--- src/rtl/vga_timing_gen.sv ---
// ----------------------------------------------------------------------------
// vga_timing_gen
//   Raster timing generator for the video output path (640x480 @ 60 Hz class).
//   Free-runs on the pixel clock, one pixel per clock, and produces the sync
//   pulses, the blanking flag and the current pixel coordinates. Every output
//   is registered, and all outputs describe the same pixel on every clock.
//
// Ports
//   clk        in   1   pixel clock, rising edge
//   reset      in   1   synchronous, active-high reset
//   vga_hsync  out  1   horizontal sync, active level = HSYNC_POL
//   vga_vsync  out  1   vertical sync, active level = VSYNC_POL
//   vga_blank  out  1   1 = outside the visible area
//   h_pos      out  10  current column, 0..H_TOTAL-1
//   v_pos      out  10  current line, 0..V_TOTAL-1
//
// H_TOTAL and V_TOTAL must both be <= 1024 so the coordinates fit in 10 bits.
// ----------------------------------------------------------------------------
module vga_timing_gen #(
    parameter int H_VISIBLE = 640,
    parameter int H_FRONT   = 16,
    parameter int H_SYNC    = 96,
    parameter int H_BACK    = 48,
    parameter int V_VISIBLE = 480,
    parameter int V_FRONT   = 10,
    parameter int V_SYNC    = 2,
    parameter int V_BACK    = 33,
    parameter bit HSYNC_POL = 1'b0,
    parameter bit VSYNC_POL = 1'b0
) (
    input  logic       clk,
    input  logic       reset,
    output logic       vga_hsync,
    output logic       vga_vsync,
    output logic       vga_blank,
    output logic [9:0] h_pos,
    output logic [9:0] v_pos
);

    localparam int H_TOTAL = H_VISIBLE + H_FRONT + H_SYNC + H_BACK;
    localparam int V_TOTAL = V_VISIBLE + V_FRONT + V_SYNC + V_BACK;

    localparam logic [9:0] H_LAST     = 10'(H_TOTAL - 1);
    localparam logic [9:0] V_LAST     = 10'(V_TOTAL - 1);
    localparam logic [9:0] H_VIS      = 10'(H_VISIBLE);
    localparam logic [9:0] V_VIS      = 10'(V_VISIBLE);
    localparam logic [9:0] HS_START   = 10'(H_VISIBLE + H_FRONT);
    localparam logic [9:0] HS_END     = 10'(H_VISIBLE + H_FRONT + H_SYNC);
    localparam logic [9:0] VS_START   = 10'(V_VISIBLE + V_FRONT);
    localparam logic [9:0] VS_END     = 10'(V_VISIBLE + V_FRONT + V_SYNC);

    // Low during reset and for the first edge after it, so that pixel (0,0)
    // is presented (unblanked) for exactly one clock before counting starts.
    logic       running;
    logic [9:0] h_next;
    logic [9:0] v_next;

    // Coordinates of the pixel that the next edge will present. The outputs
    // are all derived from these so they stay aligned with h_pos/v_pos.
    always_comb begin
        h_next = h_pos;
        v_next = v_pos;
        if (!running) begin
            h_next = 10'd0;
            v_next = 10'd0;
        end else if (h_pos == H_LAST) begin
            h_next = 10'd0;
            if (v_pos == V_LAST) begin
                v_next = 10'd0;
            end else begin
                v_next = v_pos + 10'd1;
            end
        end else begin
            h_next = h_pos + 10'd1;
        end
    end

    // Registered coordinates, blanking and syncs. Vsync is decoded from
    // v_next, so it changes on the same edge that h_pos wraps to 0.
    always_ff @(posedge clk) begin
        if (reset) begin
            running   <= 1'b0;
            h_pos     <= 10'd0;
            v_pos     <= 10'd0;
            vga_blank <= 1'b1;
            vga_hsync <= ~HSYNC_POL;
            vga_vsync <= ~VSYNC_POL;
        end else begin
            running   <= 1'b1;
            h_pos     <= h_next;
            v_pos     <= v_next;
            vga_blank <= (h_next >= H_VIS) || (v_next >= V_VIS);
            vga_hsync <= ((h_next >= HS_START) && (h_next < HS_END)) ? HSYNC_POL : ~HSYNC_POL;
            vga_vsync <= ((v_next >= VS_START) && (v_next < VS_END)) ? VSYNC_POL : ~VSYNC_POL;
        end
    end

endmodule

--- config.mk ---
export PLATFORM = sky130hd
export DESIGN_NAME = vga_timing_gen
export DESIGN_NICKNAME = d
export VERILOG_FILES = /design/src/rtl/vga_timing_gen.sv
export SDC_FILE = /design/constraint.sdc
export NUM_CORES = 1
export LEC_CHECK = 0
export BUFFER_PORTS_ARGS = -buffer_cell sky130_fd_sc_hd__clkbuf_2
export CAP_MARGIN = 0
export CORE_ASPECT_RATIO = 1.75
export CORE_MARGIN = 2
export CORE_UTILIZATION = 54
export DETAILED_ROUTE_END_ITERATION = 7
export HOLD_SLACK_MARGIN = 0.05
export PLACE_DENSITY = 0.81
export SYNTH_ARGS = -nofsm -noshare
export SYNTH_HDL_FRONTEND = slang
export SYNTH_SLANG_ARGS = --single-unit
--- constraint.sdc ---
create_clock -name clk -period 2.7 [get_ports clk]
set_clock_uncertainty 0.1 [all_clocks]
set_input_delay 0.54 -clock clk [delete_from_list [all_inputs] [get_ports clk]]
set_output_delay 0.54 -clock clk [all_outputs]
set_load 0.01 [all_outputs]
==> results of run 1 <==
==> registers in the layout, summed over array words and instances (netlist names) <==
signal     count
running        1
v_pos         10
h_pos         10
vga_hsync      1
vga_blank      1
vga_vsync      1
==> critical path: cells and delay by family (launching register included) <==
family	cells	cell delay, ns
AO/OA/AOI/OAI	1	0.27
flip-flops	1	0.44
adder cells (fa/ha/maj)	1	0.28
AND/OR/NAND/NOR	4	1.32
==> area by class of cell <==
cell class | instances | area share (%)
inverter | 4 | 0.9780
sequential | 24 | 31.30
tap | 26 | 2.119
timing repair buffer | 24 | 7.824
clock buffer | 3 | 2.689
multi-input combinational | 128 | 55.09
==> kinds of logic (layout without fill, tap and decap cells) <==
family,after synthesis,after routing,share of synthesized area [%]
flops,24,24,34.75
xor+xnor,13,13,8.235
fa+ha+maj,3,3,2.715
buf+inv,11,31,4.071
simple gates,78,78,32.04
compound gates,34,34,18.19
==> layer usage <==
metal	GRT usage, %	up-vias
li1	-	641
met1	24.52	659
met2	42.22	67
met3	2.806	26
met4	17.01	0
met5	0	-
==> stage by stage <==
stage | cell area, um^2 | setup WS [ns]
finish | 1535 | 0.1616
global route | 1535 | 0.02007
CTS | 1535 | 0.1721
detailed placement | 1494 | 0.1888
global placement | 1494 | 0.3060
floorplan | 1383 | 0.5164
==> placed cells by master, fill, tap and decap left out, drive strengths merged <==
cell and count:
a211o 1, a211oi 2, a21boi 2, a21o 2, a21oi 5, a311oi 1, a41o 2, a41oi 2
and2 4, and3 3, and4 1, clkbuf 27, dfxtp 24, ha 3, inv 4, nand2 8
nand2b 3, nand3 9, nand3b 1, nand4 10, nor2 22, nor2b 1, nor3 5, nor4 3
nor4b 3, o2111ai 1, o211a 1, o211ai 2, o21a 2, o21ai 6, o21ba 1, o2bb2ai 1
o31a 1, o31ai 2, or2 1, or3 1, or4 3, xnor2 9, xor2 4
==> cells in the mapped netlist (4+ instances only) <==
| master | count |
|---|---|
| dfxtp_1 | 24 |
| nand3_1 | 8 |
| nor2_1 | 22 |
| nand2_1 | 8 |
| nand4_1 | 10 |
| buf_2 | 5 |
| xor2_1 | 4 |
| o21ai_0 | 6 |
| xnor2_1 | 9 |
| and2_1 | 4 |
| a21oi_1 | 5 |
| nor3_1 | 4 |
| inv_1 | 4 |
==> worst min-delay path by stage <==
| stage | startpoint | endpoint | slack [ns] |
|---|---|---|---|
| 2_1_floorplan | h_pos[0]$_SDFF_PP0_ | h_pos[0]$_SDFF_PP0_ | 0.40 |
| 3_3_place_gp | h_pos[0]$_SDFF_PP0_ | h_pos[0]$_SDFF_PP0_ | 0.37 |
| 3_5_place_dp | h_pos[0]$_SDFF_PP0_ | h_pos[0]$_SDFF_PP0_ | 0.41 |
| 4_1_cts | reset | v_pos[4]$_SDFF_PP0_ | 0.40 |
| 5_1_grt | reset | running$_DFF_P_ | 0.41 |
| 6_report | reset | v_pos[4]$_SDFF_PP0_ | 0.42 |
==> where the power goes <==
part	total (mW)	switching [mW]	internal, mW
combinational	0.0167	0.0107	0.00607
clock	0.206	0.106	0.0997
sequential	0.361	0.00438	0.357
total	0.584	0.121	0.462
==> results by group, run 1 <==
Synthesis
  • FF+latch count, synth: 24
  • Area share of the largest cell type after synthesis: 34.75%
  • Syn avg cell area: 8.482 um^2
  • Synthesis Warnings: 0
  • Post-synth top flop: dfxtp_1
  • Post-synthesis async set-or-reset flop share: 0%
  • Mapped Area: 1383 um^2
  • Synth area leader: dfxtp_1
  • Sequential area share after synthesis: 34.75%
  • Mapped Nets: 168
  • Post-synth EDFFs: 0
  • Cells after Synth: 163
  • Leading post-synthesis cells by cell area: dfxtp_1, nor2_1, xnor2_1
  • Synth cell types: 45

Finish
  • Filler Cell Count: 231
  • Fraction of layout cells with a size suffix above 1: 18.58%
  • Util after Layout: 62.35%
  • Area delta synth->final: 11.04%
  • Register area: 480.5 um^2
  • Final #Nets: 190
  • Antenna diodes: 0
  • Layout Cells excl Fill: 209
  • Combined area of the multi-input logic cells: 845.8 um^2

Routing
  • WL met1: 1288 um
  • Routed wire length: 3428 um
  • Drt pass-1 iters: 5
  • Met2 WL post-DR: 1782 um
  • DRC viols: 0
  • Vias per std cell: 6.665
  • Routed vias: 1393
  • Iter 0 DRT Violations: 62
  • Max layer used: met4
  • Average routed wire per standard cell: 16.40 um
  • Post-DRT Antenna Nets: 0
  • DR WL met3: 148 um

Setup path
  • CP max stage cell: or4_4
  • R2r endpoint: vga_vsync$_SDFF_PP1_
  • RR Startpoint: h_pos[0]$_SDFF_PP0_
  • Slowest stage delay, CP: 0.57 ns
  • Crit end category: flop
  • Worst reg-to-reg path cell count: 6
  • WS Path Type: flop to flop
  • Worst path cell trace: ha_1 -> and4_1 -> nand3_4 -> or4_4 -> a211oi_2 -> nand4_1
  • Crit path from: h_pos[0]$_SDFF_PP0_
  • Crit path DAT: 2.58 ns
  • Critical Path RT: 2.74 ns
  • Critical Path End: vga_vsync$_SDFF_PP1_
  • CP startpoint kind: flop
  • FF-to-FF setup slack: 0.16 ns
  • CP Max Fanout: 15

GRT
  • Remaining global-route overflow: 0
  • Initial antenna violation count: 0
  • Overall global routing resource usage: 23.66%
  • Global-route wire length before repair: 5609 um
  • Pin count of the biggest net entering global routing: 16
  • Via count of the first global-routing pass: 1300

Placed design
  • Placed Cells: 206
  • Detailed-placement wirelength estimate: 2556 um
  • RD Place Congestion: 0.8722
  • Port-buffer cells: 24

STA
  • # setup viols final: 0
  • Rel. slew slack: 67.46%
  • Final hold viol count: 0
  • Fmax: 0.3940 GHz
  • Slew Viols, Final: 0
  • Fin crit period: 2.538 ns
  • Post-route setup TNS: 0 ns
  • RSZ-0062 raised after global routing: false
  • Worst Tran Pin Value: 0.4837 ns
  • Period utilisation layout: 94.01%
  • WHS: 0.4177 ns

Clock network
  • Num Clock Sinks: 24
  • Hold Buf Count CTS: 0
  • Post-CTS Setup Bufs: 0
  • CTS max path bufs: 2
  • Htree depth: 1
  • Clock Pin Slew Worst Setup and Hold Paths: 0.08 ns
  • CTS Root Cell: clkbuf_8
  • TritonCTS Buffers: 3
  • CTS tree: done
  • Worst skew pair latency: 0.26 ns
  • Post-CTS sizing: 0

Floorplan
  • Num ports: 25
  • Die X: 42.25 um
  • Die height: 70.94 um
  • Die area: 2997 um^2
  • Initial Utilization: 56.15%
  • Core area: 2462 um^2
  • Row count: 24

Flow run
  • Max-Cap Viols: 0

Power
  • Leakage: 0.5567 nW
  • PD cells: 380.3 nW/um^2
  • PnR Total Power: 583.8 uW
  • Maximum VDD drop: 360.5 uV

Hold path
  • Hold depth: 2
  • Class of the worst hold path: primary input to flop

Outcome
  • Outcome: finished, final reports clean
Note: power is estimated with default switching activity, not from simulation.
==> run 2: changes to the inputs <==
==> config.mk (replaced) <==
export PLATFORM = sky130hd
export DESIGN_NAME = vga_timing_gen
export DESIGN_NICKNAME = d
export VERILOG_FILES = /design/src/rtl/vga_timing_gen.sv
export SDC_FILE = /design/constraint.sdc
export NUM_CORES = 1
export LEC_CHECK = 0
export CAP_MARGIN = 0
export CORE_ASPECT_RATIO = 1.75
export CORE_MARGIN = 2
export CORE_UTILIZATION = 55
export DETAILED_ROUTE_END_ITERATION = 7
export DONT_BUFFER_PORTS = 1
export HOLD_SLACK_MARGIN = 0.05
export PLACE_DENSITY = 0.73
export SKIP_CTS_REPAIR_TIMING = 1
export SYNTH_ARGS = -nofsm -noshare
export SYNTH_HDL_FRONTEND = slang
export SYNTH_SLANG_ARGS = --single-unit
==> results by group, run 2 (synthesis results as in run 1) <==
STA
  • Rel. slew slack: 67.84% (was 67.46%)
  • WHS: 0.2317 ns (was 0.4177 ns)
  • Fmax: 0.3962 GHz (was 0.3940 GHz)
  • # setup viols final: 0 (unchanged)
  • Fin crit period: 2.524 ns (was 2.538 ns)
  • RSZ-0062 raised after global routing: false (unchanged)
  • Worst Tran Pin Value: 0.4779 ns (was 0.4837 ns)
  • Period utilisation layout: 93.48% (was 94.01%)
  • Final hold viol count: 0 (unchanged)
  • Slew Viols, Final: 0 (unchanged)
  • Post-route setup TNS: 0 ns (unchanged)

Hold path
  • Class of the worst hold path: primary input to flop (unchanged)
  • Hold Crit Start: reset (unchanged)

GRT
  • Global-route wire length before repair: 5706 um (was 5609 um)
  • Overall global routing resource usage: 24.55% (was 23.66%)
  • Remaining global-route overflow: 0 (unchanged)
  • Via count of the first global-routing pass: 1275 (was 1300)
  • Initial antenna violation count: 0 (unchanged)
  • Pin count of the biggest net entering global routing: 16 (unchanged)

Clock network
  • Worst skew pair latency: 0.27 ns (was 0.26 ns)
  • TritonCTS Buffers: 3 (unchanged)
  • CTS tree: done (unchanged)
  • CTS max path bufs: 2 (unchanged)
  • Htree depth: 1 (unchanged)
  • CTS Root Cell: clkbuf_8 (unchanged)
  • Clock Pin Slew Worst Setup and Hold Paths: 0.08 ns (about the same)
  • Num Clock Sinks: 24 (unchanged)

Setup path
  • Slowest stage delay, CP: 0.57 ns (about the same)
  • Worst path cell trace: ha_1 -> and4_2 -> nand3_4 -> or4_4 -> a211oi_2 -> nand4_1 (was ha_1 -> and4_1 -> nand3_4 -> or4_4 -> a211oi_2 -> nand4_1)
  • CP startpoint kind: flop (unchanged)
  • RR Startpoint: h_pos[1]$_SDFF_PP0_ (was h_pos[0]$_SDFF_PP0_)
  • Crit end category: flop (unchanged)
  • Crit path from: h_pos[1]$_SDFF_PP0_ (was h_pos[0]$_SDFF_PP0_)
  • Critical Path RT: 2.74 ns (about the same)
  • CP max stage cell: or4_4 (unchanged)
  • CP Max Fanout: 15 (unchanged)
  • WS Path Type: flop to flop (unchanged)
  • Crit path DAT: 2.57 ns (was 2.58 ns)

Floorplan
  • Row count: 24 (unchanged)
  • Die X: 41.90 um (was 42.25 um)
  • Initial Utilization: 56.84% (was 56.15%)
  • Num ports: 25 (unchanged)
  • Die height: 70.33 um (was 70.94 um)
  • Die area: 2947 um^2 (was 2997 um^2)
  • Core area: 2432 um^2 (was 2462 um^2)

Routing
  • Iter 0 DRT Violations: 34 (was 62)
  • Routed wire length: 3352 um (was 3428 um)
  • Routed vias: 1254 (was 1393)
  • Post-DRT Antenna Nets: 0 (unchanged)
  • DRC viols: 0 (unchanged)
  • Drt pass-1 iters: 4 (was 5)
  • Vias per std cell: 6.531 (was 6.665)
  • Average routed wire per standard cell: 17.46 um (was 16.40 um)

Placed design
  • Detailed-placement wirelength estimate: 2584 um (was 2556 um)
  • DP Area: 1419 um^2 (was 1494 um^2)
  • Port-buffer cells: 0 (was 24)
  • RD Place Congestion: 0.8461 (was 0.8722)

Finish
  • Commonest non-fill, non-tap cell in the layout: dfxtp_1
  • Commonest cells after routing, fill and taps aside: dfxtp_1, nor2_1, nand4_1, xnor2_1 (was dfxtp_1, clkbuf_2, nor2_1, nand4_1, xnor2_1)
  • Biggest regs: h_pos: 10 flops, v_pos: 10 flops (unchanged)
  • Area delta synth->final: 6.696% (was 11.04%)
  • Antenna diodes: 0 (unchanged)
  • Non-Filler Cell Area, Final: 1475 um^2 (was 1535 um^2)
  • Final #Nets: 172 (was 190)
  • Fraction of layout cells with a size suffix above 1: 10.84% (was 18.58%)

Power
  • PnR Total Power: 620.3 uW (was 583.8 uW)
  • PD cells: 420.5 nW/um^2 (was 380.3 nW/um^2)
  • Leakage: 0.4881 nW (was 0.5567 nW)
  • Maximum VDD drop: 267.4 uV (was 360.5 uV)

Flow run
  • Max-Cap Viols: 0 (unchanged)

Outcome
  • Outcome: finished, final reports clean (unchanged)
[run 2: area by class of cell]
cell class | count | area, um^2
fill | 223 | 957.2
multi-input combinational | 128 | 847.1
sequential | 24 | 480.5
clock buffer | 4 | 55.05
timing repair buffer | 6 | 45.04
tap | 26 | 32.53
inverter | 4 | 15.01
[run 2: critical path, delay by kind of cell (launching register included)]
kind / cells / cell delay (ns)
AO/OA/AOI/OAI: 1 / 0.29
adder cells (fa/ha/maj): 1 / 0.28
flip-flops: 1 / 0.46
AND/OR/NAND/NOR: 4 / 1.26
[run 2: final timing paths]
| check | end | slack, ns | depth (start not counted) |
|---|---|---|---|
| max reg2reg | vga_vsync$_SDFF_PP1_ | 0.18 | 6 |
| min reg2reg | h_pos[0]$_SDFF_PP0_ | 0.48 | 2 |
| min | v_pos[4]$_SDFF_PP0_ | 0.23 | 1 |
| max | vga_vsync$_SDFF_PP1_ | 0.18 | 6 |
[run 2: through the flow]
step	util (%)	cells	worst slack (ns)
after detailed placement	58.33	188	0.1259
final	60.65	192	0.1761
after CTS	60.60	192	0.1014
after global placement	58.33	188	0.2400
after global routing	60.65	192	0.009953
after floorplan	-	163	0.5164
[run 2: metal layers]
metal	track usage [%]	part of all wire, %	wire length [um]
met1	24.43	36	1218
met2	45.66	55	1849
met3	5.168	4.7	159
met4	12.54	3.7	125
met5	0	0	0
[run 2: where the power goes]
part	total, mW	switching (mW)	internal, mW
Clock	0.245	0.115	0.130
Sequential	0.360	0.00386	0.357
Combinational	0.0146	0.00931	0.00527
==> run 3: changes to the inputs <==
--- a/config.mk
+++ b/config.mk
@@ -12,7 +12,7 @@
 export DETAILED_ROUTE_END_ITERATION = 7
 export DONT_BUFFER_PORTS = 1
 export HOLD_SLACK_MARGIN = 0.05
-export PLACE_DENSITY = 0.73
+export PLACE_DENSITY = 0.76
 export SKIP_CTS_REPAIR_TIMING = 1
 export SYNTH_ARGS = -nofsm -noshare
 export SYNTH_HDL_FRONTEND = slang
==> constraint.sdc (replaced) <==
create_clock -name clk -period 2 [get_ports clk]
set_clock_uncertainty 0.1 [all_clocks]
set_input_delay 0.4 -clock clk [delete_from_list [all_inputs] [get_ports clk]]
set_output_delay 0.4 -clock clk [all_outputs]
set_load 0.01 [all_outputs]
==> results by group, run 3 (synthesis results as in run 1) <==
Placed design
  • Port-buffer cells: 0 (unchanged)
  • Detailed-placement wirelength estimate: 3036 um (was 2584 um)
  • RD Place Congestion: 0.8760 (was 0.8461)
  • Post-Place Worst Slack: -0.01691 ns (was 0.1259 ns)

Routing
  • DR WL met3: 216 um (was 159 um)
  • Iter 0 DRT Violations: 68 (was 34)
  • DRC viols: 0 (unchanged)
  • Average routed wire per standard cell: 18.60 um (was 17.46 um)
  • Drt pass-1 iters: 4 (unchanged)
  • Max layer used: met4 (unchanged)
  • Met2 WL post-DR: 2228 um (was 1849 um)
  • WL met1: 1404 um (was 1218 um)
  • Routed vias: 1413 (was 1254)
  • Post-DRT Antenna Nets: 0 (unchanged)
  • Vias per std cell: 6.542 (was 6.531)
  • Routed wire length: 4018 um (was 3352 um)

Outcome
  • Failing checks: setup timing
  • Outcome: finished, violations left (was finished, final reports clean)

Floorplan
  • Row count: 24 (unchanged)
  • Core area: 2432 um^2 (unchanged)
  • Die height: 70.33 um (unchanged)
  • Initial Utilization: 56.84% (unchanged)
  • Die area: 2947 um^2 (unchanged)
  • Die X: 41.90 um (unchanged)
  • Num ports: 25 (unchanged)

STA
  • RSZ-0062 raised after global routing: true (was false)
  • Rel. slew slack: 77.06% (was 67.84%)
  • Period utilisation layout: 101.8% (was 93.48%)
  • Fmax: 0.4912 GHz (was 0.3962 GHz)
  • Final hold viol count: 0 (unchanged)
  • WHS: 0.08916 ns (was 0.2317 ns)
  • Worst Tran Pin Value: 0.3412 ns (was 0.4779 ns)
  • Slew Viols, Final: 0 (unchanged)
  • Fin crit period: 2.036 ns (was 2.524 ns)
  • # setup viols final: 2 (was 0)
  • Final setup margin: -0.03588 ns (was 0.1761 ns)

Setup path
  • Crit path DAT: 2.10 ns (was 2.57 ns)
  • R2r endpoint: vga_blank$_SDFF_PP1_ (was vga_vsync$_SDFF_PP1_)
  • CP startpoint kind: flop (unchanged)
  • Critical Path RT: 2.06 ns (was 2.74 ns)
  • Worst path cell trace: ha_1 -> nand3_1 -> nor4_2 -> xnor2_1 -> a211oi_2 -> a211o_1 (was ha_1 -> and4_2 -> nand3_4 -> or4_4 -> a211oi_2 -> nand4_1)
  • RR Startpoint: v_pos[1]$_SDFF_PP0_ (was h_pos[1]$_SDFF_PP0_)
  • Buf/Inv on CP: 0 (unchanged)
  • CP max stage cell: dfxtp_1 (was or4_4)
  • Worst reg-to-reg path cell count: 6 (unchanged)
  • CP Max Fanout: 5 (was 15)
  • CP top delay family: simple AND/OR/NAND/NOR gates (unchanged)
  • WS Path Type: flop to flop (unchanged)
  • FF-to-FF setup slack: -0.04 ns (was 0.18 ns)
  • Slowest stage delay, CP: 0.38 ns (was 0.57 ns)
  • Crit end category: flop (unchanged)

GRT
  • Remaining global-route overflow: 0 (unchanged)
  • Global-route wire length before repair: 6396 um (was 5706 um)
  • Via count of the first global-routing pass: 1437 (was 1275)
  • Overall global routing resource usage: 27.83% (was 24.55%)
  • Initial antenna violation count: 0 (unchanged)
  • Pin count of the biggest net entering global routing: 14 (was 16)

Finish
  • Antenna diodes: 0 (unchanged)
  • Filler Cell Count: 203 (was 223)
  • Biggest regs: h_pos: 10 flops, v_pos: 10 flops (unchanged)
  • Fraction of layout cells with a size suffix above 1: 26.32% (was 10.84%)
  • Final #Nets: 196 (was 172)
  • Area delta synth->final: 23.17% (was 6.696%)
  • Commonest non-fill, non-tap cell in the layout: buf_4 (was dfxtp_1)
  • Util after Layout: 70.01% (was 60.65%)
  • Commonest cells after routing, fill and taps aside: buf_4, nor2_1, dfxtp_1, nand4_1, xnor2_1 (was dfxtp_1, nor2_1, nand4_1, xnor2_1)

Hold path
  • Hold endpoint: v_pos[4]$_SDFF_PP0_ (unchanged)
  • Hold depth: 1 (unchanged)
  • Hold Crit Start: reset (unchanged)
  • Class of the worst hold path: primary input to flop (unchanged)

Clock network
  • Clock Pin Slew Worst Setup and Hold Paths: 0.09 ns (was 0.08 ns)
  • Htree depth: 1 (unchanged)
  • Num Clock Sinks: 24 (unchanged)
  • Worst skew pair latency: 0.27 ns (about the same)
  • CTS tree: done (unchanged)
  • CTS Root Cell: clkbuf_8 (unchanged)
  • CTS max path bufs: 2 (unchanged)
  • TritonCTS Buffers: 3 (unchanged)

Power
  • Leakage: 0.6141 nW (was 0.4881 nW)
  • PnR Total Power: 849.8 uW (was 620.3 uW)
  • Maximum VDD drop: 388.2 uV (was 267.4 uV)
  • PD cells: 499.0 nW/um^2 (was 420.5 nW/um^2)

Flow run
  • Max-Cap Viols: 0 (unchanged)
[run 3: cell types whose count changed in the layout (fill, tap and decap cells not counted), sizes merged]
| cell | delta |
|---|---|
| buf | +24 |
[run 3: worst max path at each step]
stage                   startpoint              endpoint  slack [ns]  cells past startpoint
2_1_floorplan  h_pos[0]$_SDFF_PP0_  vga_vsync$_SDFF_PP1_        0.02                      7
3_3_place_gp   h_pos[0]$_SDFF_PP0_  vga_blank$_SDFF_PP1_        0.04                      7
3_5_place_dp   h_pos[0]$_SDFF_PP0_  vga_blank$_SDFF_PP1_       -0.02                      7
4_1_cts        h_pos[0]$_SDFF_PP0_  vga_blank$_SDFF_PP1_       -0.05                      7
5_1_grt        h_pos[0]$_SDFF_PP0_  vga_vsync$_SDFF_PP1_        -0.1                      6
6_report       v_pos[1]$_SDFF_PP0_  vga_blank$_SDFF_PP1_       -0.04                      6
[run 3: through the flow]
stage	TNS, ns	cell area [um^2]	std cells
after global routing	-0.2121	1703	216
final	-0.06118	1703	216
after floorplan	0	1403	163
after detailed placement	-0.03294	1619	212
after global placement	0	1619	212
after CTS	-0.09211	1674	216
[run 3: worst register-to-register path: stages (launching register included)]
cell and delay [ns]:
dfxtp_1 0.38, ha_1 0.24, nand3_1 0.24, nor4_2 0.36, xnor2_1 0.20, a211oi_2 0.09, a211o_1 0.32
[run 3: per-layer routing]
layer | track usage (%) | up-vias
li1 | - | 657
met1 | 25.65 | 667
met2 | 52.95 | 69
met3 | 5.685 | 20
met4 | 16.49 | 0
met5 | 0 | -
[run 3: power breakdown]
group          internal [mW]  total (mW)  switching, mW
clock network          0.176       0.337          0.161
registers              0.480       0.484        0.00338
logic                 0.0114      0.0292         0.0177
[run 3: cell type report]
type	count	area [um^2]	area share [%]
repair buffers	30	225.2	13.23
inverters	4	15.01	0.8817
multi-input cells	128	887.1	52.09
flip-flops and latches	24	488.0	28.66
clock buffers	4	55.05	3.233
well taps	26	32.53	1.910
